===== config.mk =====
export PLATFORM = sky130hd
export DESIGN_NAME = lsu_mem_stage
export DESIGN_NICKNAME = d
export VERILOG_FILES = /design/src/rtl/lsu_pkg.sv /design/src/rtl/lsu_load_merge.sv /design/src/rtl/lsu_mem_stage.sv
export SDC_FILE = /design/constraint.sdc
export NUM_CORES = 1
export LEC_CHECK = 0
export ABC_CLOCK_PERIOD_IN_PS = 3400
export CAP_MARGIN = 15
export CORE_ASPECT_RATIO = 1.5
export CORE_MARGIN = 2
export CORE_UTILIZATION = 46
export DETAILED_ROUTE_END_ITERATION = 8
export PLACE_DENSITY_LB_ADDON = 0.3
export SLEW_MARGIN = 5
export SYNTH_ARGS = -nofsm -noshare
export SYNTH_HDL_FRONTEND = slang
export SYNTH_SLANG_ARGS = --single-unit

===== constraint.sdc =====
create_clock -name clk -period 3.4 [get_ports clk]
set_input_delay 0.68 -clock clk [delete_from_list [all_inputs] [get_ports clk]]
set_output_delay 0.68 -clock clk [all_outputs]
set_load 0.02 [all_outputs]

===== src/rtl/lsu_pkg.sv =====
// Shared definitions for the load/store unit: funct3 encodings, response causes,
// sequencing states and small access-decode helpers.
package lsu_pkg;

    localparam logic [2:0] F3_B  = 3'b000;
    localparam logic [2:0] F3_H  = 3'b001;
    localparam logic [2:0] F3_W  = 3'b010;
    localparam logic [2:0] F3_BU = 3'b100;
    localparam logic [2:0] F3_HU = 3'b101;

    localparam logic [1:0] CAUSE_OK    = 2'b00;
    localparam logic [1:0] CAUSE_BADF3 = 2'b01;
    localparam logic [1:0] CAUSE_MISAL = 2'b10;
    localparam logic [1:0] CAUSE_RANGE = 2'b11;

    typedef enum logic [2:0] {
        IDLE,
        ACCESS,
        LD_LO,
        LD_HI,
        ST_BYTE,
        ERR,
        RESP
    } lsu_state_e;

    function automatic logic [2:0] access_size(input logic [2:0] f3);
        case (f3[1:0])
            2'b00:   return 3'd1;
            2'b01:   return 3'd2;
            default: return 3'd4;
        endcase
    endfunction

    function automatic logic bad_func3(input logic store, input logic [2:0] f3);
        if (store) return f3[2] || (f3 == 3'b011);
        return (f3 == 3'b011) || (f3 == 3'b110) || (f3 == 3'b111);
    endfunction

endpackage


===== src/rtl/lsu_load_merge.sv =====
// Assembles a misaligned load from two consecutive aligned words, then truncates
// and extends the result according to funct3.
module lsu_load_merge
    import lsu_pkg::*;
(
    input  logic [31:0] lo_i,
    input  logic [23:0] hi_i,
    input  logic [1:0]  offset_i,
    input  logic [2:0]  func3_i,
    output logic [31:0] data_o
);

    logic [31:0] win;

    // The top byte of the high word can never belong to an access of at most 4 bytes.
    always_comb begin
        case (offset_i)
            2'd0:    win = lo_i;
            2'd1:    win = {hi_i[7:0],  lo_i[31:8]};
            2'd2:    win = {hi_i[15:0], lo_i[31:16]};
            default: win = {hi_i[23:0], lo_i[31:24]};
        endcase
    end

    always_comb begin
        case (func3_i)
            F3_B:    data_o = {{24{win[7]}}, win[7:0]};
            F3_H:    data_o = {{16{win[15]}}, win[15:0]};
            F3_BU:   data_o = {24'b0, win[7:0]};
            F3_HU:   data_o = {16'b0, win[15:0]};
            default: data_o = win;
        endcase
    end

endmodule


===== src/rtl/lsu_mem_stage.sv =====
// MEM-stage load/store unit: one request in flight, single-cycle aligned accesses,
// misaligned loads as two word reads plus merge, misaligned stores as byte writes.
//
//   state   | meaning
//   IDLE    | ready for a request
//   ACCESS  | single aligned memory cycle
//   LD_LO   | misaligned load, reading the lower word
//   LD_HI   | misaligned load, reading the upper word and merging
//   ST_BYTE | misaligned store, one SB per cycle
//   ERR     | error response presented, no memory cycle
//   RESP    | response held until consumed
module lsu_mem_stage
    import lsu_pkg::*;
#(
    parameter int unsigned MEM_BYTES        = 1024,
    parameter bit          ALLOW_MISALIGNED = 1'b1
) (
    input  logic        clk,
    input  logic        rst_n,
    input  logic        req_valid,
    output logic        req_ready,
    input  logic        req_store,
    input  logic [2:0]  req_func3,
    input  logic [31:0] req_base,
    input  logic [11:0] req_offset,
    input  logic [31:0] req_wdata,
    output logic        rsp_valid,
    input  logic        rsp_ready,
    output logic [31:0] rsp_rdata,
    output logic        rsp_err,
    output logic [1:0]  rsp_cause,
    output logic [31:0] mem_addr,
    output logic        mem_we,
    output logic [2:0]  mem_func3,
    output logic [31:0] mem_wdata,
    input  logic [31:0] mem_rdata
);

    lsu_state_e  state_q, state_d;
    logic [31:0] ea_q, ea_d, wdata_q, wdata_d, lo_q, lo_d, rdata_q, rdata_d;
    logic [2:0]  func3_q, func3_d;
    logic        store_q, store_d, err_q, err_d;
    logic [1:0]  k_q, k_d, cause_q, cause_d;
    logic [31:0] mem_addr_q, mem_wdata_q;
    logic [2:0]  mem_func3_q;

    logic [31:0] ea_in, word_addr, merged;
    logic [2:0]  size_in, size_m1;
    logic [32:0] last_in;
    logic        bad_in, range_in, misal_in;

    assign ea_in     = req_base + {{20{req_offset[11]}}, req_offset};
    assign size_in   = access_size(req_func3);
    assign last_in   = {1'b0, ea_in} + {30'b0, size_in} - 33'd1;
    assign bad_in    = bad_func3(req_store, req_func3);
    assign range_in  = last_in[32] || (last_in[31:0] >= 32'(MEM_BYTES));
    assign misal_in  = ((size_in == 3'd2) && ea_in[0]) ||
                       ((size_in == 3'd4) && (ea_in[1:0] != 2'b00));
    assign size_m1   = access_size(func3_q) - 3'd1;
    assign word_addr = {ea_q[31:2], 2'b00};

    lsu_load_merge u_merge (
        .lo_i     (lo_q),
        .hi_i     (mem_rdata[23:0]),
        .offset_i (ea_q[1:0]),
        .func3_i  (func3_q),
        .data_o   (merged)
    );

    // Memory port is decoded from state so reset drops mem_we at once; address/data hold otherwise.
    always_comb begin
        mem_addr  = mem_addr_q;
        mem_func3 = mem_func3_q;
        mem_wdata = mem_wdata_q;
        mem_we    = 1'b0;
        case (state_q)
            ACCESS: begin
                mem_addr  = ea_q;
                mem_func3 = func3_q;
                mem_wdata = wdata_q;
                mem_we    = store_q;
            end
            LD_LO: begin
                mem_addr  = word_addr;
                mem_func3 = F3_W;
            end
            LD_HI: begin
                mem_addr  = word_addr + 32'd4;
                mem_func3 = F3_W;
            end
            ST_BYTE: begin
                mem_addr  = ea_q + {30'b0, k_q};
                mem_func3 = F3_B;
                mem_wdata = {24'b0, wdata_q[{k_q, 3'b000} +: 8]};
                mem_we    = 1'b1;
            end
            default: ;
        endcase
    end

    always_comb begin
        state_d = state_q;
        ea_d    = ea_q;
        func3_d = func3_q;
        store_d = store_q;
        wdata_d = wdata_q;
        k_d     = k_q;
        lo_d    = lo_q;
        rdata_d = rdata_q;
        err_d   = err_q;
        cause_d = cause_q;
        case (state_q)
            IDLE: begin
                if (req_valid) begin
                    ea_d    = ea_in;
                    func3_d = req_func3;
                    store_d = req_store;
                    wdata_d = req_wdata;
                    k_d     = 2'd0;
                    rdata_d = 32'd0;
                    err_d   = 1'b0;
                    cause_d = CAUSE_OK;
                    if (bad_in) begin
                        err_d = 1'b1; cause_d = CAUSE_BADF3; state_d = ERR;
                    end else if (range_in) begin
                        err_d = 1'b1; cause_d = CAUSE_RANGE; state_d = ERR;
                    end else if (misal_in && !ALLOW_MISALIGNED) begin
                        err_d = 1'b1; cause_d = CAUSE_MISAL; state_d = ERR;
                    end else if (misal_in) begin
                        state_d = req_store ? ST_BYTE : LD_LO;
                    end else begin
                        state_d = ACCESS;
                    end
                end
            end
            ACCESS: begin
                if (!store_q) rdata_d = mem_rdata;
                state_d = RESP;
            end
            LD_LO: begin
                lo_d    = mem_rdata;
                state_d = LD_HI;
            end
            LD_HI: begin
                rdata_d = merged;
                state_d = RESP;
            end
            ST_BYTE: begin
                if ({1'b0, k_q} == size_m1) state_d = RESP;
                else                        k_d     = k_q + 2'd1;
            end
            // The error response is already visible here, saving a cycle.
            ERR:  state_d = rsp_ready ? IDLE : RESP;
            RESP: if (rsp_ready) state_d = IDLE;
            default: state_d = IDLE;
        endcase
    end

    always_ff @(posedge clk or negedge rst_n) begin
        if (!rst_n) begin
            state_q     <= IDLE;
            ea_q        <= '0;
            func3_q     <= '0;
            store_q     <= 1'b0;
            wdata_q     <= '0;
            k_q         <= '0;
            lo_q        <= '0;
            rdata_q     <= '0;
            err_q       <= 1'b0;
            cause_q     <= CAUSE_OK;
            mem_addr_q  <= '0;
            mem_func3_q <= '0;
            mem_wdata_q <= '0;
        end else begin
            state_q     <= state_d;
            ea_q        <= ea_d;
            func3_q     <= func3_d;
            store_q     <= store_d;
            wdata_q     <= wdata_d;
            k_q         <= k_d;
            lo_q        <= lo_d;
            rdata_q     <= rdata_d;
            err_q       <= err_d;
            cause_q     <= cause_d;
            mem_addr_q  <= mem_addr;
            mem_func3_q <= mem_func3;
            mem_wdata_q <= mem_wdata;
        end
    end

    assign req_ready = (state_q == IDLE);
    assign rsp_valid = (state_q == RESP) || (state_q == ERR);
    assign rsp_rdata = rdata_q;
    assign rsp_err   = err_q;
    assign rsp_cause = cause_q;

endmodule

=== Word level (Yosys, flattened, before mapping) ===
Cells that the tools add are included.
Widths: inputs -> output; s select.

* Memories: 0
* Word-level logic and storage cells: 98
* Output and inout port bits: 105
* Bits in read-only memories: 0
* Flip-flop bits (word level): 207
* Bits in latches: 0
* Memory bits (writable): 0

* Multipliers: 0
* Bitwise logic cells: 0
* Shift operators: 1
* Add/subtract/negate cells: 7
* Mux-type cells: 30
* Equality and inequality tests: 24
* Reduce and logical (&&, ||, !) cells: 22
* $lt $le $gt $ge: 1
* Divide/modulo/power cells: 0

{| class="wikitable"
|+ Operator list
! cell !! count
|-
| $pmux 32 s4 || 2
|-
| $pmux 32 s3 || 2
|-
| $mux 32 || 2
|-
| $pmux 32 s2 || 1
|-
| $add 32x3->33 || 1
|-
| $sub 33x1->33 const B || 1
|-
| $add 32x2->32 || 1
|-
| $add 32x3->32 const B || 1
|-
| $add 32x32->32 || 1
|-
| $ge 32x11->1 const B || 1
|-
| $shiftx 32x6->8 || 1
|-
| $eq 3x3->1 const B || 8
|-
| $mux 3 || 8
|-
| $pmux 3 s6 || 1
|-
| $eq 3x2->1 const B || 4
|-
| $pmux 3 s2 || 2
|-
| $ne 2x2->1 const B || 5
|-
| $pmux 3 s3 || 1
|-
| $reduce_and 3->1 || 3
|-
| $mux 2 || 4
|-
| $eq 2x1->1 const B || 3
|-
| $eq 3x1->1 const B || 2
|-
| $logic_not 2->1 || 3
|-
| $logic_not 3->1 || 2
|-
| 13 further kinds || 25
|}

=== Longest topological paths before layout ===
Gate-level depths: netlist of the first run.

* Depth in word-level cells: 10
* Depth in mapped cells: 28

=== By module ===
Synthesis of the first run repeated with hierarchy kept, for this count alone.

* Cells, all modules: 1682
* Area, all modules: 14864.3 um2

{| class="wikitable"
|+ Modules (own cells, without submodules)
! module !! area each (um2) !! seq. area each (um2) !! cells each !! times used
|-
| lsu_mem_stage || 13756.9 || 5154.9 || 1581 || 1
|-
| lsu_load_merge || 1107.3 || 0.0 || 101 || 1
|}

=== Worst setup path after synthesis of the first run ===
Ideal clock, no wire load.

* Kind: input -> register
* Start point: input port req_base[0]
* End point: register state_q[0]
* Path slack: -3.111 ns
* Data required time: 3.276 ns
* Path buffers: 0
* Data arrival time: 6.387 ns
* Stages: 28
* Cells stage by stage: ha_1 -> inv_1 -> fa_1 -> nand2b_1 -> a21oi_1 -> o21ai_0 -> a211oi_1 -> o31a_1 -> o21ai_0 -> a21boi_0 -> o211ai_1 -> a31oi_1 -> xnor2_1 -> inv_1 -> ha_1 -> and2_1 -> nor2_1 -> o22ai_1 -> a31oi_1 -> o2111ai_1 -> a21oi_1 -> nand3_1 -> or4_1 -> nor4b_2 -> or4b_1 -> nand4b_1 -> or4b_1 -> o31a_1

* Word-level cells in the longest chain between the ends: 9
* Elaborated cells on any way between the ends: 14
* Classes of those cells: add/sub: 3; order compare: 1; mux: 5; reduce/logical: 5

{| class="wikitable"
|+ Ends and longest elaborated chain
! element !! line !! source
|-
| start: declaration || lsu_mem_stage.sv:24 || <nowiki>input logic [31:0] req_base,</nowiki>
|-
| $add 32x32->32 * || lsu_mem_stage.sv:52 || <nowiki>assign ea_in = req_base + {{20{req_offset[11]}}, req_offset};</nowiki>
|-
| named net ea_in[28] || lsu_mem_stage.sv:47 || <nowiki>logic [31:0] ea_in, word_addr, merged;</nowiki>
|-
| $add 32x3->33 * || lsu_mem_stage.sv:54 || <nowiki>assign last_in = {1'b0, ea_in} + {30'b0, size_in} - 33'd1;</nowiki>
|-
| $sub 33x1->33 * || lsu_mem_stage.sv:54 ||
|-
| $ge 32x11->1 || lsu_mem_stage.sv:56 || <nowiki>assign range_in = last_in[32] || (last_in[31:0] >= 32'(MEM_BYTES));</nowiki>
|-
| $logic_or 1x1->1 * || lsu_mem_stage.sv:56 ||
|-
| $mux 3 * || lsu_mem_stage.sv:125 || <nowiki>end else if (range_in) begin</nowiki>
|-
| $mux 3 * || lsu_mem_stage.sv:123 || <nowiki>if (bad_in) begin</nowiki>
|-
| $mux 3 * || lsu_mem_stage.sv:114 || <nowiki>if (req_valid) begin</nowiki>
|-
| $pmux 3 s6 * || lsu_mem_stage.sv:112 || <nowiki>case (state_q)</nowiki>
|-
| end signal: assignment || lsu_mem_stage.sv:175 || <nowiki>state_q <= state_d;</nowiki>
|-
| end: declaration || lsu_mem_stage.sv:39 || <nowiki>lsu_state_e state_q, state_d;</nowiki>
|}

The timed path passes the listed nets; every way through them passes the cells marked *. The select of a mux whose other input is x is not followed.
A chain may end at the register's enable or synchronous reset.

=== Final worst setup path of the first run ===
Ends and elaborated chain as after synthesis.

==> impl_metrics.py, run 1 <==
metrics = {
    "placed_design": {
        "portBuffers": 220,
        "place_hpwl_um": 36480,
        "place_ws_ns": -4.035,
        "gp_congestion": 0.9647,
    },
    "floorplanning": {
        "row_count": 80,
        "dieHeight_um": 222.5,
        "core_sq_mm": 0.03153,
        "start_util_pct": 46.42,
        "io_pins": 221,
        "die_x_um": 149.6,
        "die_area_sq_mm": 0.03329,
    },
    "clocking": {
        "cts_buffers": 20,
        "hold_buffers": 0,
        "insertion_delay_ns": 0.53,
        "clockBufferDepth": 3,
        "cts_tree": "built",
        "clk_pin_slew_ns": 0.07,
        "clock-root-buffer": "clkbuf_16",
        "htreeDepth": 1,
        "cts.sinks": 206,
    },
    "worst_hold_path": {
        "hold_class": "input port to asynchronous set/reset pin",
    },
    "grt": {
        "grt_start_max_net_pins": 72,
        "gr-total-overflow": 0,
        "track_usage_pct": 29.06,
        "antenna_found_initial": 1,
        "grt_pass1_vias": 15337,
        "grt_pass1_wl_um": 77390,
    },
    "routing": {
        "vias": 14933,
        "dr.pass1.iters": 5,
        "drt_iter0_drc": 665,
        "ant_nets": 0,
        "route.detailed.drc": 0,
        "routed_wl_um": 49980,
        "wl_per_cell_um": 19.45,
        "vias_per_cell": 5.813,
    },
    "power_and_ir_drop": {
        "p_leak_nw": 10.28,
        "finalPower_w": 0.01999,
        "p_per_area_mw_per_mm2": 900.4,
        "peakVddDrop_mv": 0.4870,
    },
    "sta": {
        "period_needed_ns": 6.417,
        "setup_viol": 24,
        "tightest_slew_ns": 0.7589,
        "fin_worst_skew_ns": 0.03036,
        "relSlewSlack_pct": 49.23,
        "hold_viol_final": 0,
        "max_freq_ghz": 0.1558,
        "slew_viol_final": 0,
        "finalCritPeriodShare_pct": 188.7,
        "rsz0062_at_grt": "yes",
        "fin_ws_ns": -3.017,
    },
    "final_layout": {
        "nets": 2330,
        "drive_above_1_share_pct": 36.19,
        "area_delta_synth_final_pct": 51.69,
        "fillCellCount": 2383,
        "postLayoutCoreUtil_pct": 70.41,
    },
    "yosys": {
        "synth_cell_types": 86,
        "synthFlopType": "dfrtp_1",
        "ys_seq_area_share_pct": 35.22,
        "synth_area_sq_mm": 0.01464,
        "synthCells": 1592,
        "synth_edf_count": 0,
        "synth_nets": 1778,
        "postSynthAreaPerCell_sq_um": 9.193,
        "async_reset_ff_share_pct": 100.0,
        "synth.ff_latch_count": 206,
        "ys_warn_count": 0,
    },
    "worst_setup_path": {
        "cp.required_ns": 3.82,
        "end_kind": "flop",
        "rr_worst_depth": 17,
        "arrival_ns": 6.84,
        "critPathLaunchType": "input port",
        "crit_path_top_delay_cell": "or4b_4",
        "regToRegEndpoint": "mem_addr_q[26]$_DFF_PN0_",
        "path_max_fanout": 2,
        "r2r_start": "ea_q[3]$_DFFE_PN0P_",
        "r2r_slack_ns": 0.49,
        "critPathMaxStageDelay_ns": 0.56,
        "crit_type": "input port to flop",
    },
    "status": {
        "violations": "setup timing",
        "status": "finished, violations left",
    },
    "run": {
        "cap_violations": 0,
    },
}
-- per-stage QoR --
stage	instances	instance area (sq um)	hold slack (ns)	setup TNS, ns
2_1_floorplan	1592	14810	0.3844	-11.53
6_report	2569	22200	0.1477	-19.61
3_3_place_gp	2470	19840	0.4592	-30.11
3_5_place_dp	2470	19840	0.4693	-31.85
5_1_grt	2569	22200	0.2004	-22.76
4_1_cts	2547	21500	0.1601	-22.76
-- cells in the mapped netlist (all sizes together), types with 21 or more instances --
cell type    n  area share, %
dfrtp      206             35
nand2      204            5.2
o21ai      141            4.8
a21oi      103            3.5
nor2        87            2.3
clkbuf      78            2.0
mux2        69            5.3
inv         68            1.7
ha          67            5.7
xor2        45            2.9
a21o        37            1.9
mux4        36            5.5
a22oi       33            1.7
xnor2       30            1.8
mux2i       29            2.0
nand2b      27            1.2
a22o        26            1.6
nand3       25           0.85
and3        24            1.0
nand4       21            1.0
-- how the worst max path moves through the flow --
stage              startpoint                endpoint
2_1_floorplan  req_offset[11]  state_q[0]$_DFFE_PN0P_
3_5_place_dp      req_base[0]  state_q[0]$_DFFE_PN0P_
5_1_grt           req_base[0]  state_q[0]$_DFFE_PN0P_
6_report          req_base[0]  state_q[0]$_DFFE_PN0P_
3_3_place_gp      req_base[0]  state_q[0]$_DFFE_PN0P_
4_1_cts        req_offset[11]  state_q[0]$_DFFE_PN0P_
-- cells in the final DEF (no fill, tap or decap), drive strengths merged, types with 32 or more instances in the layout --
cell	n
mux4	36
clkbuf	32
clkdlybuf4s50	121
o21ai	141
dlymetal6s2s	32
a21oi	103
ha	67
inv	68
a22oi	33
buf	433
dfrtp	206
nand2	204
xor2	45
nor2	87
a21o	37
mux2	69
-- critical path, delay by kind of cell --
family          cells  cell delay, ns
simple gates        9            2.45
compound gates     13            2.33
fa+ha+maj           3            0.75
buf+inv             4            0.41
xor+xnor            1            0.17
-- cell type report --
cell class | count | area (sq um) | share of cell area, %
Clock buffer | 21 | 504.2 | 2.271
Antenna cell | 1 | 2.502 | 0.01127
Tap cell | 410 | 513.0 | 2.311
Inverter | 68 | 257.7 | 1.161
Sequential cell | 206 | 5159 | 23.24
Multi-Input combinational cell | 1220 | 10000 | 45.05
Clock inverter | 15 | 153.9 | 0.6932
Timing Repair Buffer | 628 | 5608 | 25.26
-- logic make-up (layout without fill, tap and decap cells) --
kind of cell	Yosys count	count (layout)	synth area share [%]
flip-flops	206	206	35.22
XOR/XNOR	78	78	5.147
adder cells (fa/ha/maj)	70	70	6.138
buffers and inverters	166	732	4.360
AO/OA/AOI/OAI	475	475	21.32
AND/OR/NAND/NOR	463	463	14.98
multiplexers	134	134	12.83
other	0	1	0
-- report_power, final --
| part | internal [W] | switching [W] | leakage, nW |
|---|---|---|---|
| logic | 0.00629 | 0.00698 | 7.38 |
| registers | 0.00359 | 0.000857 | 2.59 |
| clock network | 0.00125 | 0.00101 | 0.315 |
| total | 0.0111 | 0.00885 | 10.3 |
-- per-layer routing --
metal  vias up  track usage (%)  wire (um)
met1      7237            31.24      17700
li1       6931                -          -
met3       185            3.039       2559
met5         -                0          0
met2       580            53.30      26580
met4         0            18.53       3139
-- flip-flops by register name (all words and copies together) (netlist names) --
signal	count
ea_q	32
wdata_q	32
func3_q	3
rsp_cause	2
rsp_rdata	32
mem_func3_q	3
mem_addr_q	32
store_q	1
lo_q	32
state_q	3
k_q	2
mem_wdata_q	32
-- repair_timing --
item / CTS / global route
gates resized for setup: 332 / 177
setup buffers: 47 / 36
pin swaps: 116 / 104
endpoints found under the setup margin: 77 / 61
gates cloned: 2 / 0
Note: power is estimated with default switching activity, not from simulation.
==> inputs of run 2 (changes only) <==
CORE_UTILIZATION = 51   (was 46)
GPL_TIMING_DRIVEN = 0   (was default)
SLEW_MARGIN = default   (was 5)
==> run 2 against run 1 <==
Net effect:
- the run still ends with setup timing left
- clock power is 8% higher
- largest power group unchanged
- final cell count is 9.7% lower
- register-to-register slack worse by 0.12 ns
- first-iteration DRC count is 21% higher
- critical path type unchanged
==> impl_metrics.py, run 2 (synthesized netlist as in run 1, its figures left out) <==
metrics = {
    "worst_setup_path": {
        "path_max_fanout": 5,
        "crit_type": "input port to flop",
        "end_kind": "flop",
        "arrival_ns": 6.79,
        "r2r_slack_ns": 0.37,
        "r2r_start": "ea_q[2]$_DFFE_PN0P_",
        "critPathLaunchType": "input port",
        "rr_worst_depth": 17,
        "critPathMaxStageDelay_ns": 0.61,
        "regToRegEndpoint": "mem_addr_q[26]$_DFF_PN0_",
        "cp.required_ns": 3.79,
        "crit_path_start": "req_offset[11]",
        "crit_path_top_delay_cell": "or4b_4",
    },
    "placed_design": {
        "place_ws_ns": -5.350,
        "portBuffers": 220,
        "dpl.cell_count": 2164,
        "place_hpwl_um": 36400,
        "gp_congestion": 0.9845,
    },
    "sta": {
        "finalSetupTns_ns": -22.38,
        "finalCritPeriodShare_pct": 188.3,
        "setup_viol": 26,
        "relSlewSlack_pct": 37.25,
        "period_needed_ns": 6.402,
        "rsz0062_at_grt": "yes",
        "hold_ws_ns": 0.1877,
        "hold_viol_final": 0,
        "slew_viol_final": 0,
        "fin_ws_ns": -3.002,
        "fin_worst_skew_ns": 0.01471,
        "tightest_slew_ns": 0.9412,
        "max_freq_ghz": 0.1562,
    },
    "power_and_ir_drop": {
        "p_leak_nw": 8.783,
        "peakVddDrop_mv": 0.5973,
        "p_per_area_mw_per_mm2": 944.7,
    },
    "routing": {
        "vias_per_cell": 6.324,
        "routed_wl_um": 51680,
        "wl_per_cell_um": 22.29,
        "dr.pass1.iters": 5,
        "route.detailed.drc": 0,
        "ant_nets": 0,
        "drt_iter0_drc": 806,
        "vias": 14666,
    },
    "clocking": {
        "insertion_delay_ns": 0.51,
        "cts.sinks": 206,
        "clk_pin_slew_ns": 0.07,
        "clock-root-buffer": "clkbuf_16",
        "cts_buffers": 20,
        "cts_tree": "built",
        "clockBufferDepth": 3,
        "htreeDepth": 1,
        "hold_buffers": 0,
    },
    "final_layout": {
        "final_cells": 2319,
        "layout_common_cells": "199 x dfrtp_1, 193 x nand2_1, 128 x buf_4",
        "nets": 2140,
        "drive_above_1_share_pct": 29.37,
        "fillCellCount": 2127,
        "multiInputGateArea_sq_mm": 0.01015,
        "area_delta_synth_final_pct": 39.31,
        "regArea_sq_mm": 0.005164,
        "final_common_cell": "dfrtp_1",
        "num_antenna_cells": 0,
    },
    "worst_hold_path": {
        "hold_class": "input port to asynchronous set/reset pin",
    },
    "floorplanning": {
        "row_count": 76,
        "core_sq_mm": 0.02853,
        "die_area_sq_mm": 0.03010,
        "io_pins": 221,
        "dieHeight_um": 211.5,
        "die_x_um": 142.3,
        "start_util_pct": 51.30,
    },
    "grt": {
        "grt_start_max_net_pins": 113,
        "gr-total-overflow": 0,
        "track_usage_pct": 33.22,
        "grt_pass1_wl_um": 78480,
        "grt_pass1_vias": 14786,
        "antenna_found_initial": 0,
    },
    "status": {
        "violations": "setup timing",
        "status": "finished, violations left",
    },
    "run": {
        "cap_violations": 0,
    },
}
==> run 2: cell types whose count changed in the layout (fill, tap and decap cells not counted), moves of 8 or more <==
cell and delta:
buf_4 -236, clkbuf_1 +41, dlymetal6s2s_1 -31, buf_6 -21, clkbuf_2 +19, dlygate4sd2_1 +16, buf_12 -12, buf_2 +10
clkbuf_4 +8, clkdlybuf4s15_1 +8
==> run 2: final cells by class <==
type | count | area share [%]
repair buffers | 356 | 15.81
well taps | 351 | 2.154
clock buffers | 27 | 2.884
flip-flops and latches | 206 | 25.33
multi-input cells | 1220 | 49.80
clock inverters | 9 | 0.6321
plain buffers | 82 | 2.093
inverters | 68 | 1.295
==> run 2: power breakdown <==
| part | internal [W] | switching, W | total, W |
|---|---|---|---|
| clock network | 0.00145 | 0.000993 | 0.00244 |
| logic | 0.00526 | 0.00701 | 0.0123 |
| registers | 0.00360 | 0.000954 | 0.00455 |
| total | 0.0103 | 0.00895 | 0.0193 |
==> run 2: routing by layer <==
metal	GRT usage, %	up-vias	routed length (um)
li1	-	6561	-
met1	34.83	7083	17660
met2	62.02	787	27350
met3	3.913	235	3119
met4	21.41	0	3554
met5	0	-	0
==> run 2: critical path, delay by kind of cell <==
family	cells	cell delay (ns)
buffers and inverters	2	0.24
xor gates and xnor gates	1	0.26
AOI/OAI and AO/OA	11	2.29
adders and majority gates	2	0.48
and+or+nand+nor	12	2.81
==> run 2: through the flow <==
stage,power (W),util [%],area (sq um)
final,0.01926,71.47,20390
after global routing,0.02025,71.47,20390
after CTS,0.01839,68.88,19650
after detailed placement,0.01523,61.27,17480
after global placement,0.01498,61.16,17450
after floorplan,0.01119,-,14810
==> run 2: worst max-delay path by stage <==
stage | endpoint | slack (ns) | cells after the start
3_3_place_gp | ea_q[28]$_DFFE_PN0P_ | -6.76 | 1
3_5_place_dp | state_q[0]$_DFFE_PN0P_ | -5.35 | 26
4_1_cts | state_q[0]$_DFFE_PN0P_ | -2.95 | 26
6_report | state_q[0]$_DFFE_PN0P_ | -3.00 | 28
2_1_floorplan | state_q[0]$_DFFE_PN0P_ | -2.70 | 26
5_1_grt | state_q[0]$_DFFE_PN0P_ | -3.18 | 26
==> run 2: what timing repair did <==
item,in CTS,in global routing
gates resized for setup,468,148
hold endpoints to repair,0,0
pin swaps,106,99
gates cloned,2,0
setup buffers,85,54
setup endpoints to repair,92,39
==> inputs of run 3 (changes only) <==
CAP_MARGIN = default   (was 15)
TNS_END_PERCENT = 30   (was default)
==> run 3 against run 2 <==
Net effect:
- critical path type unchanged
- clock power is 6% lower
- highest routed layer unchanged
- the run still ends with setup timing left
- via count is 1.5% lower
- critical path depth down 2
- clock skew up 0.0011 ns
- maximum frequency increased by 0.63%
- flip-flop and latch count stayed put
- hold slack lost 0.030 ns
==> impl_metrics.py, run 3 (synthesized netlist as in run 1, its figures left out) <==
metrics = {
    "status": {
        "status": "finished, violations left",
        "violations": "setup timing",
    },
    "sta": {
        "max_freq_ghz": 0.1572,
        "hold_viol_final": 0,
        "relSlewSlack_pct": 35.88,
        "period_needed_ns": 6.362,
        "rsz0062_at_grt": "yes",
        "finalSetupTns_ns": -19.78,
        "fin_ws_ns": -2.962,
        "slew_viol_final": 0,
        "setup_viol": 30,
        "fin_worst_skew_ns": 0.01582,
        "finalCritPeriodShare_pct": 187.1,
        "hold_ws_ns": 0.1582,
        "tightest_slew_ns": 0.9619,
    },
    "routing": {
        "wl_per_cell_um": 22.00,
        "route.detailed.drc": 0,
        "ant_nets": 0,
        "routed_wl_um": 50960,
        "dr.pass1.iters": 8,
        "drt_iter0_drc": 845,
        "vias": 14442,
        "vias_per_cell": 6.233,
    },
    "clocking": {
        "cts_buffers": 20,
        "cts.sinks": 206,
        "clock-root-buffer": "clkbuf_16",
        "cts_tree": "built",
        "clockBufferDepth": 3,
        "htreeDepth": 1,
        "insertion_delay_ns": 0.52,
        "clk_pin_slew_ns": 0.07,
    },
    "final_layout": {
        "nets": 2141,
        "multiInputGateArea_sq_mm": 0.009957,
        "final_cell_area_sq_mm": 0.02015,
        "drive_above_1_share_pct": 28.18,
        "regArea_sq_mm": 0.005164,
        "num_antenna_cells": 0,
        "layout_common_cells": "199 x dfrtp_1, 194 x nand2_1, 120 x clkdlybuf4s50_1",
        "area_delta_synth_final_pct": 37.68,
        "final_common_cell": "dfrtp_1",
        "postLayoutCoreUtil_pct": 70.63,
        "fillCellCount": 2143,
    },
    "power_and_ir_drop": {
        "p_clk_share_pct": 12.0,
        "p_sw_w": 0.008829,
        "p_comb_share_pct": 64.0,
        "p_per_area_mw_per_mm2": 942.9,
        "p_leak_nw": 8.731,
        "internal-power_w": 0.01017,
        "finalPower_w": 0.01900,
        "peakVddDrop_mv": 0.4150,
        "seq_power_share_pct": 23.9,
        "p_sw_share_pct": 46.47,
    },
    "floorplanning": {
        "row_count": 76,
        "die_area_sq_mm": 0.03010,
        "dieHeight_um": 211.5,
        "start_util_pct": 51.30,
        "die_x_um": 142.3,
        "io_pins": 221,
        "core_sq_mm": 0.02853,
    },
    "worst_setup_path": {
        "rr_worst_depth": 24,
        "critPathMaxStageDelay_ns": 0.55,
        "r2r_slack_ns": -0.15,
        "critical_path_buf_inv_count": 1,
        "cp.required_ns": 3.81,
        "arrival_ns": 6.77,
        "path_delay_family": "compound AO/OA/AOI/OAI gates",
        "crit_type": "input port to flop",
        "path_max_fanout": 10,
        "cpMostUsedCell": "a21o_1",
        "crit_path_top_delay_cell": "or4b_4",
        "cp_num_cells": 26,
        "critPathLaunchType": "input port",
        "end_kind": "flop",
    },
    "grt": {
        "antenna_found_initial": 0,
        "track_usage_pct": 33.26,
        "grt_pass1_wl_um": 78900,
        "gr-total-overflow": 0,
        "grt_start_max_net_pins": 114,
        "grt_pass1_vias": 14760,
    },
    "placed_design": {
        "place_hpwl_um": 36380,
        "placed_area_sq_mm": 0.01747,
        "gp_congestion": 0.9807,
        "portBuffers": 220,
    },
    "run": {
        "cap_violations": 0,
    },
    "worst_hold_path": {
        "hold_class": "input port to asynchronous set/reset pin",
    },
}
[run 3: timing repair]
item / in CTS / in global routing
gates resized for setup: 489 / 103
cloned: 1 / 0
pin swaps: 124 / 44
hold buffers: 0 / 0
buffers inserted: 107 / 30
endpoints found under the hold margin: 0 / 0
endpoints found under the setup margin: 94 / 54
[run 3: worst register-to-register path, delay by kind of cell, from the launching register on]
| family | cells | cell delay [ns] |
|---|---|---|
| buffers and inverters | 14 | 1.55 |
| adder cells (fa/ha/maj) | 1 | 0.12 |
| AND/OR/NAND/NOR | 5 | 0.83 |
| flip-flops | 1 | 0.38 |
| AO/OA/AOI/OAI | 4 | 0.57 |
[run 3: per-stage QoR]
step,cells,setup slack (ns)
after global routing,2317,-3.100
after detailed placement,2164,-5.230
after floorplan,1592,-2.697
after CTS,2293,-2.937
after global placement,2163,-6.790
final,2317,-2.962
[run 3: final timing paths]
| path | start | to |
|---|---|---|
| max in group asynchronous | rst_n | mem_addr_q[14]$_DFF_PN0_ |
| min | rst_n | wdata_q[9]$_DFFE_PN0P_ |
| min reg2reg | rsp_rdata[13]$_DFFE_PN0P_ | rsp_rdata[13]$_DFFE_PN0P_ |
| min in group clk | rsp_rdata[13]$_DFFE_PN0P_ | rsp_rdata[13]$_DFFE_PN0P_ |
| max reg2reg | ea_q[3]$_DFFE_PN0P_ | mem_addr_q[28]$_DFF_PN0_ |
| max | req_offset[11] | state_q[0]$_DFFE_PN0P_ |
[run 3: power groups by stage]
| stage | logic, W | clock network, W | registers (W) |
|---|---|---|---|
| 5_1_grt | 0.0130 | 0.00238 | 0.00467 |
| 6_report | 0.0122 | 0.00229 | 0.00454 |
| 3_5_place_dp | 0.0108 | 0 | 0.00444 |
| 2_1_floorplan | 0.00676 | 0 | 0.00441 |
| 3_3_place_gp | 0.0106 | 0 | 0.00438 |
| 4_1_cts | 0.0117 | 0.00230 | 0.00448 |
[run 3: final cells by class]
cell class	count	share of cell area [%]
repair buffers	354	15.90
clock inverters	8	0.5837
well taps	351	2.180
inverters	68	1.335
plain buffers	85	2.285
clock buffers	25	2.676
multi-input cells	1220	49.42
flip-flops and latches	206	25.63
[run 3: metal layers]
metal	share of wire, %	global-route usage [%]	up-vias
li1	-	-	6558
met1	35	35.55	7051
met2	53	62.04	637
met3	5.8	3.823	196
met4	6.6	20.11	0
met5	0	0	-
